## config.mk

```make
export PLATFORM = sky130hd
export DESIGN_NAME = hold_buf_reader_flat
export DESIGN_NICKNAME = d
export VERILOG_FILES = /design/src/rtl/rx_buf_pkg.sv /design/src/rtl/hold_buf_reader_if.sv /design/src/rtl/hold_buf_reader.sv /design/src/flat_wrapper.sv
export SDC_FILE = /design/constraint.sdc
export NUM_CORES = 1
export LEC_CHECK = 0
export CAP_MARGIN = 20
export CORE_ASPECT_RATIO = 1.1
export CORE_MARGIN = 10
export CORE_UTILIZATION = 51
export DETAILED_ROUTE_END_ITERATION = 8
export PLACE_DENSITY = 0.8
export SLEW_MARGIN = 25
export SYNTH_ARGS = -nofsm -noshare
export SYNTH_HDL_FRONTEND = slang
export SYNTH_SLANG_ARGS = --single-unit
```

## constraint.sdc

```tcl
create_clock -name clk -period 3.4 [get_ports clk]
set_clock_uncertainty 0.05 [all_clocks]
set_input_delay 0.68 -clock clk [delete_from_list [all_inputs] [get_ports clk]]
set_output_delay 0.68 -clock clk [all_outputs]
set_load 0.01 [all_outputs]
```

## src/rtl/rx_buf_pkg.sv

```systemverilog
// Shared depth and state naming for both ends of the two-entry receive holding buffer.
// The upstream load counter imports this too, so both sides agree on what "full" means.
package rx_buf_pkg;

    localparam int BUF_DEPTH = 2;

    typedef enum logic [1:0] {
        BUF_EMPTY,
        BUF_ONE,
        BUF_FULL
    } buf_state_t;

    // Push and pop together leave occupancy unchanged; callers only pass accepted events.
    function automatic buf_state_t next_state(buf_state_t cur, logic push, logic pop);
        buf_state_t nxt;
        nxt = cur;
        case (cur)
            BUF_EMPTY: if (push) nxt = BUF_ONE;
            BUF_ONE: begin
                if (push && !pop)      nxt = BUF_FULL;
                else if (pop && !push) nxt = BUF_EMPTY;
            end
            BUF_FULL: if (pop && !push) nxt = BUF_ONE;
            default: nxt = BUF_EMPTY;
        endcase
        return nxt;
    endfunction

    function automatic logic [1:0] occ_of(buf_state_t s);
        logic [1:0] occ;
        case (s)
            BUF_ONE:  occ = 2'd1;
            BUF_FULL: occ = 2'd2;
            default:  occ = 2'd0;
        endcase
        return occ;
    endfunction

endpackage

```

## src/rtl/hold_buf_reader_if.sv

```systemverilog
// Push/pop and status bundle between the upstream loader, the consumer and the holding buffer.
// The slave side is the buffer; master is whoever drives load/pop/flush.
interface hold_buf_reader_if #(
    parameter int DATA_W = 8
);
    logic              flush;
    logic              load_buf;
    logic [DATA_W-1:0] load_data;
    logic              get_data;
    logic [DATA_W-1:0] rx_data;
    logic              data_ready;
    logic              buf_full;
    logic [1:0]        buf_occ;
    logic              overrun;
    logic              underrun;

    modport slave (
        input  flush, load_buf, load_data, get_data,
        output rx_data, data_ready, buf_full, buf_occ, overrun, underrun
    );

    modport master (
        output flush, load_buf, load_data, get_data,
        input  rx_data, data_ready, buf_full, buf_occ, overrun, underrun
    );
endinterface

```

## src/rtl/hold_buf_reader.sv

```systemverilog
// Two-entry oldest-first byte holding buffer; pushed word visible one cycle later, pops every cycle.
// Full drops pushes (sticky overrun) unless a pop lands the same cycle; empty pops flag underrun.
module hold_buf_reader
    import rx_buf_pkg::*;
#(
    parameter int DATA_W = 8
) (
    input logic                 clk,
    input logic                 rst,
    hold_buf_reader_if.slave    bus
);

    buf_state_t        state;
    buf_state_t        nxt_state;
    logic              rd_ptr;
    logic              wr_ptr;
    logic [DATA_W-1:0] slot [BUF_DEPTH];
    logic              pop_ok;
    logic              push_ok;
    logic              data_ready_q;
    logic              buf_full_q;
    logic [1:0]        buf_occ_q;
    logic              overrun_q;
    logic              underrun_q;

    // A pop frees the full slot in the same cycle, so a concurrent push is still taken.
    always_comb begin
        pop_ok    = bus.get_data && (state != BUF_EMPTY);
        push_ok   = bus.load_buf && ((state != BUF_FULL) || pop_ok);
        nxt_state = next_state(state, push_ok, pop_ok);
    end

    always_ff @(posedge clk) begin
        if (rst || bus.flush) begin
            state        <= BUF_EMPTY;
            rd_ptr       <= 1'b0;
            wr_ptr       <= 1'b0;
            overrun_q    <= 1'b0;
            underrun_q   <= 1'b0;
            data_ready_q <= 1'b0;
            buf_full_q   <= 1'b0;
            buf_occ_q    <= 2'd0;
            if (rst) begin
                for (int i = 0; i < BUF_DEPTH; i++) slot[i] <= '0;
            end
        end else begin
            if (push_ok) begin
                slot[wr_ptr] <= bus.load_data;
                wr_ptr       <= ~wr_ptr;
            end
            if (pop_ok)                   rd_ptr     <= ~rd_ptr;
            if (bus.load_buf && !push_ok) overrun_q  <= 1'b1;
            if (bus.get_data && !pop_ok)  underrun_q <= 1'b1;
            state        <= nxt_state;
            data_ready_q <= (nxt_state != BUF_EMPTY);
            buf_full_q   <= (nxt_state == BUF_FULL);
            buf_occ_q    <= occ_of(nxt_state);
        end
    end

    assign bus.rx_data    = slot[rd_ptr];
    assign bus.data_ready = data_ready_q;
    assign bus.buf_full   = buf_full_q;
    assign bus.buf_occ    = buf_occ_q;
    assign bus.overrun    = overrun_q;
    assign bus.underrun   = underrun_q;

endmodule

```

## src/flat_wrapper.sv

```systemverilog
// flat-port wrapper written by rule: the top's interface ports become plain ports
module hold_buf_reader_flat import rx_buf_pkg::*;
#(
    parameter int DATA_W = 8
)
  (clk, rst, bus_flush, bus_load_buf, bus_load_data, bus_get_data, bus_rx_data, bus_data_ready, bus_buf_full, bus_buf_occ, bus_overrun, bus_underrun);
  hold_buf_reader_if #(.DATA_W(DATA_W)) bus_i ();
  input logic clk;
  input logic rst;
  input wire logic [$bits(bus_i.flush)-1:0] bus_flush;
  input wire logic [$bits(bus_i.load_buf)-1:0] bus_load_buf;
  input wire logic [$bits(bus_i.load_data)-1:0] bus_load_data;
  input wire logic [$bits(bus_i.get_data)-1:0] bus_get_data;
  output wire logic [$bits(bus_i.rx_data)-1:0] bus_rx_data;
  output wire logic [$bits(bus_i.data_ready)-1:0] bus_data_ready;
  output wire logic [$bits(bus_i.buf_full)-1:0] bus_buf_full;
  output wire logic [$bits(bus_i.buf_occ)-1:0] bus_buf_occ;
  output wire logic [$bits(bus_i.overrun)-1:0] bus_overrun;
  output wire logic [$bits(bus_i.underrun)-1:0] bus_underrun;
  assign bus_i.flush = bus_flush;
  assign bus_i.load_buf = bus_load_buf;
  assign bus_i.load_data = bus_load_data;
  assign bus_i.get_data = bus_get_data;
  assign bus_rx_data = bus_i.rx_data;
  assign bus_data_ready = bus_i.data_ready;
  assign bus_buf_full = bus_i.buf_full;
  assign bus_buf_occ = bus_i.buf_occ;
  assign bus_overrun = bus_i.overrun;
  assign bus_underrun = bus_i.underrun;
  hold_buf_reader #(.DATA_W(DATA_W)) u_core (.clk(clk), .rst(rst), .bus(bus_i));
endmodule
```

# Yosys cells after proc, flatten, opt, wreduce, memory -nomap -nowiden

Memory sizes are Yosys's and may differ from the RTL's. A register that Yosys moved wholly into a read port is not among the register bits.
Cells that the tools add are included.

Flip-flop bits (word level): 10
Bits in writable memories: 16
Output and inout port bits: 14
Memories kept: 1

Equal/unequal tests: 5
Multiplexer cells: 17
Bitwise operators: 2
Reductions and logical operators: 14

Memories:

| name        | depth | bits a word | rd ports | clocked after Yosys merged registers in | wr ports | RTL line              | source |
|---|---|---|---|---|---|---|---|
| u_core.slot | 2     | 8           | 1        | 1                                       | 2        | hold_buf_reader.sv:17 | `logic [DATA_W-1:0] slot [BUF_DEPTH];` |

Operator list:

| operator                                       | number |
|---|---|
| 2-to-1 mux 1 bit                               | 10 |
| 2-to-1 mux 2 bit                               | 4 |
| 2-to-1 mux 8 bit                               | 1 |
| OR reduction 8 bit                             | 1 |
| logical AND 1 bit                              | 6 |
| case mux 2 bit (3 select lines)                | 1 |
| == test 2 x 1 -> 1 bit (second input constant) | 2 |
| == test 2 bit (second input constant)          | 2 |
| case mux 2 bit (2 select lines)                | 1 |
| nonzero test 2 bit                             | 2 |
| zero test 1 bit                                | 2 |
| zero test 2 bit                                | 1 |
| logical OR 1 bit                               | 2 |
| != test 2 bit (second input constant)          | 1 |
| inverter 1 bit                                 | 2 |

# Longest topological paths before layout

Depth after elaboration: 11
Depth in mapped cells: 4
Mapped depth without buffers: 3

# Least setup slack after synthesis

OpenSTA, ideal clock, no wires.

Kind: input-to-reg
Start point: input bus_flush
End point: memory u_core.slot[1][0], enable pin
Arrival time: 1.581 ns
Setup slack: 1.440 ns
Stages on the path: 4
Buffers on the path: 1
Cell sequence: or2_4 buf_6 nor4_4 or2_1

RTL lines:

| element            | RTL line              | source |
|---|---|---|
| start: declaration | flat_wrapper.sv:10    | `input wire logic [$bits(bus_i.flush)-1:0] bus_flush;` |
| end: declaration   | hold_buf_reader.sv:17 |  |

==> results.json <==
{
  "outcome": "completed",
  "vias": 712,
  "reg2reg_from": "u_core.state[1]",
  "r2r_setup_slack_ns": 1.61,
  "place_ws_ns": 0.721,
  "critPathLaunchType": "flop",
  "cts_resized": 0,
  "worst-path-buf-inv": 1,
  "place_hpwl_um": 1540,
  "drt-total-wl_um": 2010,
  "hold_start": "u_core.bus.overrun",
  "dr.pass1.iters": 4,
  "layout_min_cycle_time_ns": 2.49,
  "io_buffers": 26,
  "io_pins": 27,
  "fp.dieH_um": 69.4,
  "netlist_area_sq_um": 1130,
  "nNetsFinal": 129,
  "grt_pass1_vias": 755,
  "cts-root-buf": "clkbuf_4",
  "cts_setup_buffers": 0,
  "wl_per_cell_um": 14.0,
  "avgViaCountPerCell": 4.98,
  "setup_tns_ns": 0,
  "grt_overflow": 0,
  "synth_fp_nets": 101,
  "finalCritPeriodShare_pct": 73.2,
  "postRouteAntennaNets": 0,
  "slowest_delay_ns": 0.57,
  "slew_violations": 0,
  "required_ns": 2.67,
  "reg2reg_to": "u_core.slot[0][7]",
  "finalSetupViolCount": 0,
  "drtIter0Drc": 27,
  "cts_htree_levels": 1,
  "peakVddDrop_mv": 0.259,
  "cellLeakagePower_nw": 0.514,
  "clkLatencyLatePin_ns": 0.31,
  "path_max_fanout": 8,
  "row_count": 17,
  "syn_inst": 88,
  "syn_area_per_cell_sq_um": 12.8,
  "hold_viol_final": 0,
  "dieArea_sq_um": 4500,
  "fp.dieW_um": 64.9,
  "hold_class": "reg2reg",
  "crit_chain": "mux2_2, clkdlybuf4s50_1",
  "r2r_cells": 3,
  "drive_gt1_share_pct": 14.8,
  "globalRouteTotalUtil_pct": 9.22,
  "fin_ws_ns": 0.913,
  "ys_ff_latch": 26,
  "clkTransAtPathRegs_ns": 0.13,
  "clock_path_buffers": 2,
  "endpoint_kind": "output pin",
  "syn2layout_area_growth_pct": 27.4,
  "drv_cap": 0,
  "core-area_sq_um": 2060,
  "ys_seq_area_share_pct": 60.2,
  "cts_tree": "yes",
  "yosys_warnings": 0,
  "rsz0062_at_grt": "false",
  "critical-path-slowest-cell": "dfxtp_1",
  "max_freq_ghz": 0.402,
  "instances_no_fill": 143,
  "slew_headroom_pct": 71.8,
  "dp_cells": 139,
  "worstPathArrival_ns": 1.76,
  "antenna_found_initial": 0,
  "p_per_area_nw_per_um2": 398,
  "grt_first_pass_wirelength_um": 3380,
  "worstMarginPinSlew_ns": 0.420,
  "mostFrequentLayoutCells": "clkdlybuf4s50_1, and2_1, edfxtp_1",
  "place.gp.congestion": 0.708,
  "cts.sinks": 26,
  "mostFrequentLayoutCell": "clkdlybuf4s50_1",
  "diodes": 0,
  "numCtsBuffers": 3,
  "drc": 0,
  "synth.distinct_cells": 23,
  "holdPathEnd": "u_core.bus.overrun",
  "grt_max_degree": 15,
  "cpLargestDelayFamily": "flip-flops",
  "initial_core_util_pct": 54.8,
  "holdPathStages": 2,
  "cts_hold_buf": 0,
  "crit_type": "reg2out"
}
[cell families after synthesis]
| logic type | Yosys count | share of synthesized area, % |
|---|---|---|
| and+or+nand+nor | 35 | 21.6 |
| AOI/OAI and AO/OA | 11 | 6.09 |
| DFF | 26 | 60.2 |
| xor gates and xnor gates | 1 | 0.775 |
| muxes | 8 | 7.97 |
| buffers and inverters | 7 | 3.32 |
[synthesized netlist by cell type]
| cell type | number | share of area (%) |
|---|---|---|
| xor2_1 | 1 | 0.78 |
| a31oi_1 | 1 | 0.55 |
| nor2_1 | 8 | 2.7 |
| nand2b_1 | 2 | 1.1 |
| mux2_2 | 8 | 8.0 |
| o211ai_1 | 2 | 1.3 |
| buf_4 | 1 | 0.66 |
| dfxtp_1 | 10 | 18 |
| inv_2 | 1 | 0.33 |
| nor2b_1 | 3 | 1.7 |
| or2_1 | 2 | 1.1 |
| a21oi_1 | 4 | 1.8 |
| or2_4 | 1 | 0.78 |
| edfxtp_1 | 16 | 43 |
| clkbuf_1 | 1 | 0.33 |
| a2bb2oi_1 | 1 | 0.78 |
| buf_6 | 1 | 1.0 |
| a32oi_1 | 1 | 0.78 |
| nor4_4 | 2 | 3.8 |
| inv_1 | 3 | 1.0 |
| and2_1 | 16 | 8.9 |
| nor3b_4 | 1 | 1.7 |
| o21ai_0 | 2 | 0.89 |
[worst max-delay path by stage]
stage                       startpoint                 to  slack, ns  depth (start not counted)
after global routing              flop     bus_rx_data[0]       0.82                          2
after CTS                         flop     bus_rx_data[7]       0.90                          2
after global placement    bus_load_buf  u_core.slot[0][0]       0.73                          4
after detailed placement  bus_load_buf  u_core.slot[0][2]       0.72                          4
final                             flop     bus_rx_data[1]       0.91                          2
after floorplan              bus_flush  u_core.slot[1][0]       1.44                          4
[layout make-up]
| cell class | instances | area, sq um |
|---|---|---|
| clock buffers | 4 | 36.3 |
| flip-flops and latches | 26 | 681 |
| fillers | 177 | 624 |
| inverters | 4 | 15.0 |
| multi-input cells | 55 | 412 |
| repair buffers | 26 | 260 |
| well taps | 28 | 35.0 |
[through the flow]
| step | total power [mW] | hold WS (ns) | util (%) | area, sq um |
|---|---|---|---|---|
| 2_1_floorplan | 0.391 | 0.422 | - | 1130 |
| 3_3_place_gp | 0.428 | 0.414 | 68.0 | 1400 |
| 4_1_cts | 0.577 | 0.462 | 69.7 | 1440 |
| 3_5_place_dp | 0.429 | 0.422 | 68.0 | 1400 |
| 6_report | 0.573 | 0.456 | 69.7 | 1440 |
| 5_1_grt | 0.600 | 0.508 | 69.7 | 1440 |
[sequential cells by signal (all words and copies together), names as in the netlist, named ones only]
name,flops
u_core.bus.buf_full,1
u_core.bus.buf_occ,1
u_core.bus.data_ready,1
u_core.bus.overrun,1
u_core.bus.underrun,1
u_core.rd_ptr,1
u_core.slot,16
u_core.state,2
u_core.wr_ptr,1
[worst min-delay path, stage by stage, from the launching register on]
cell,delay (ns)
dfxtp_1,0.36
a21oi_1,0.05
nor2_1,0.07
[power by group]
group / internal, mW / switching (mW) / leakage, nW
logic: 0.0394 / 0.0287 / 0.245
clock network: 0.0654 / 0.0864 / 0.0210
registers: 0.348 / 0.00518 / 0.247
[per-layer routing]
| layer | track usage (%) | share of wire (%) | vias up |
|---|---|---|---|
| li1 | - | - | 361 |
| met1 | 10.4 | 45 | 328 |
| met2 | 15.7 | 49 | 21 |
| met3 | 3.22 | 5.2 | 2 |
| met4 | 2.83 | 0.40 | 0 |
| met5 | 0 | 0 | - |
No activity file was read; power rests on OpenSTA's default activity.
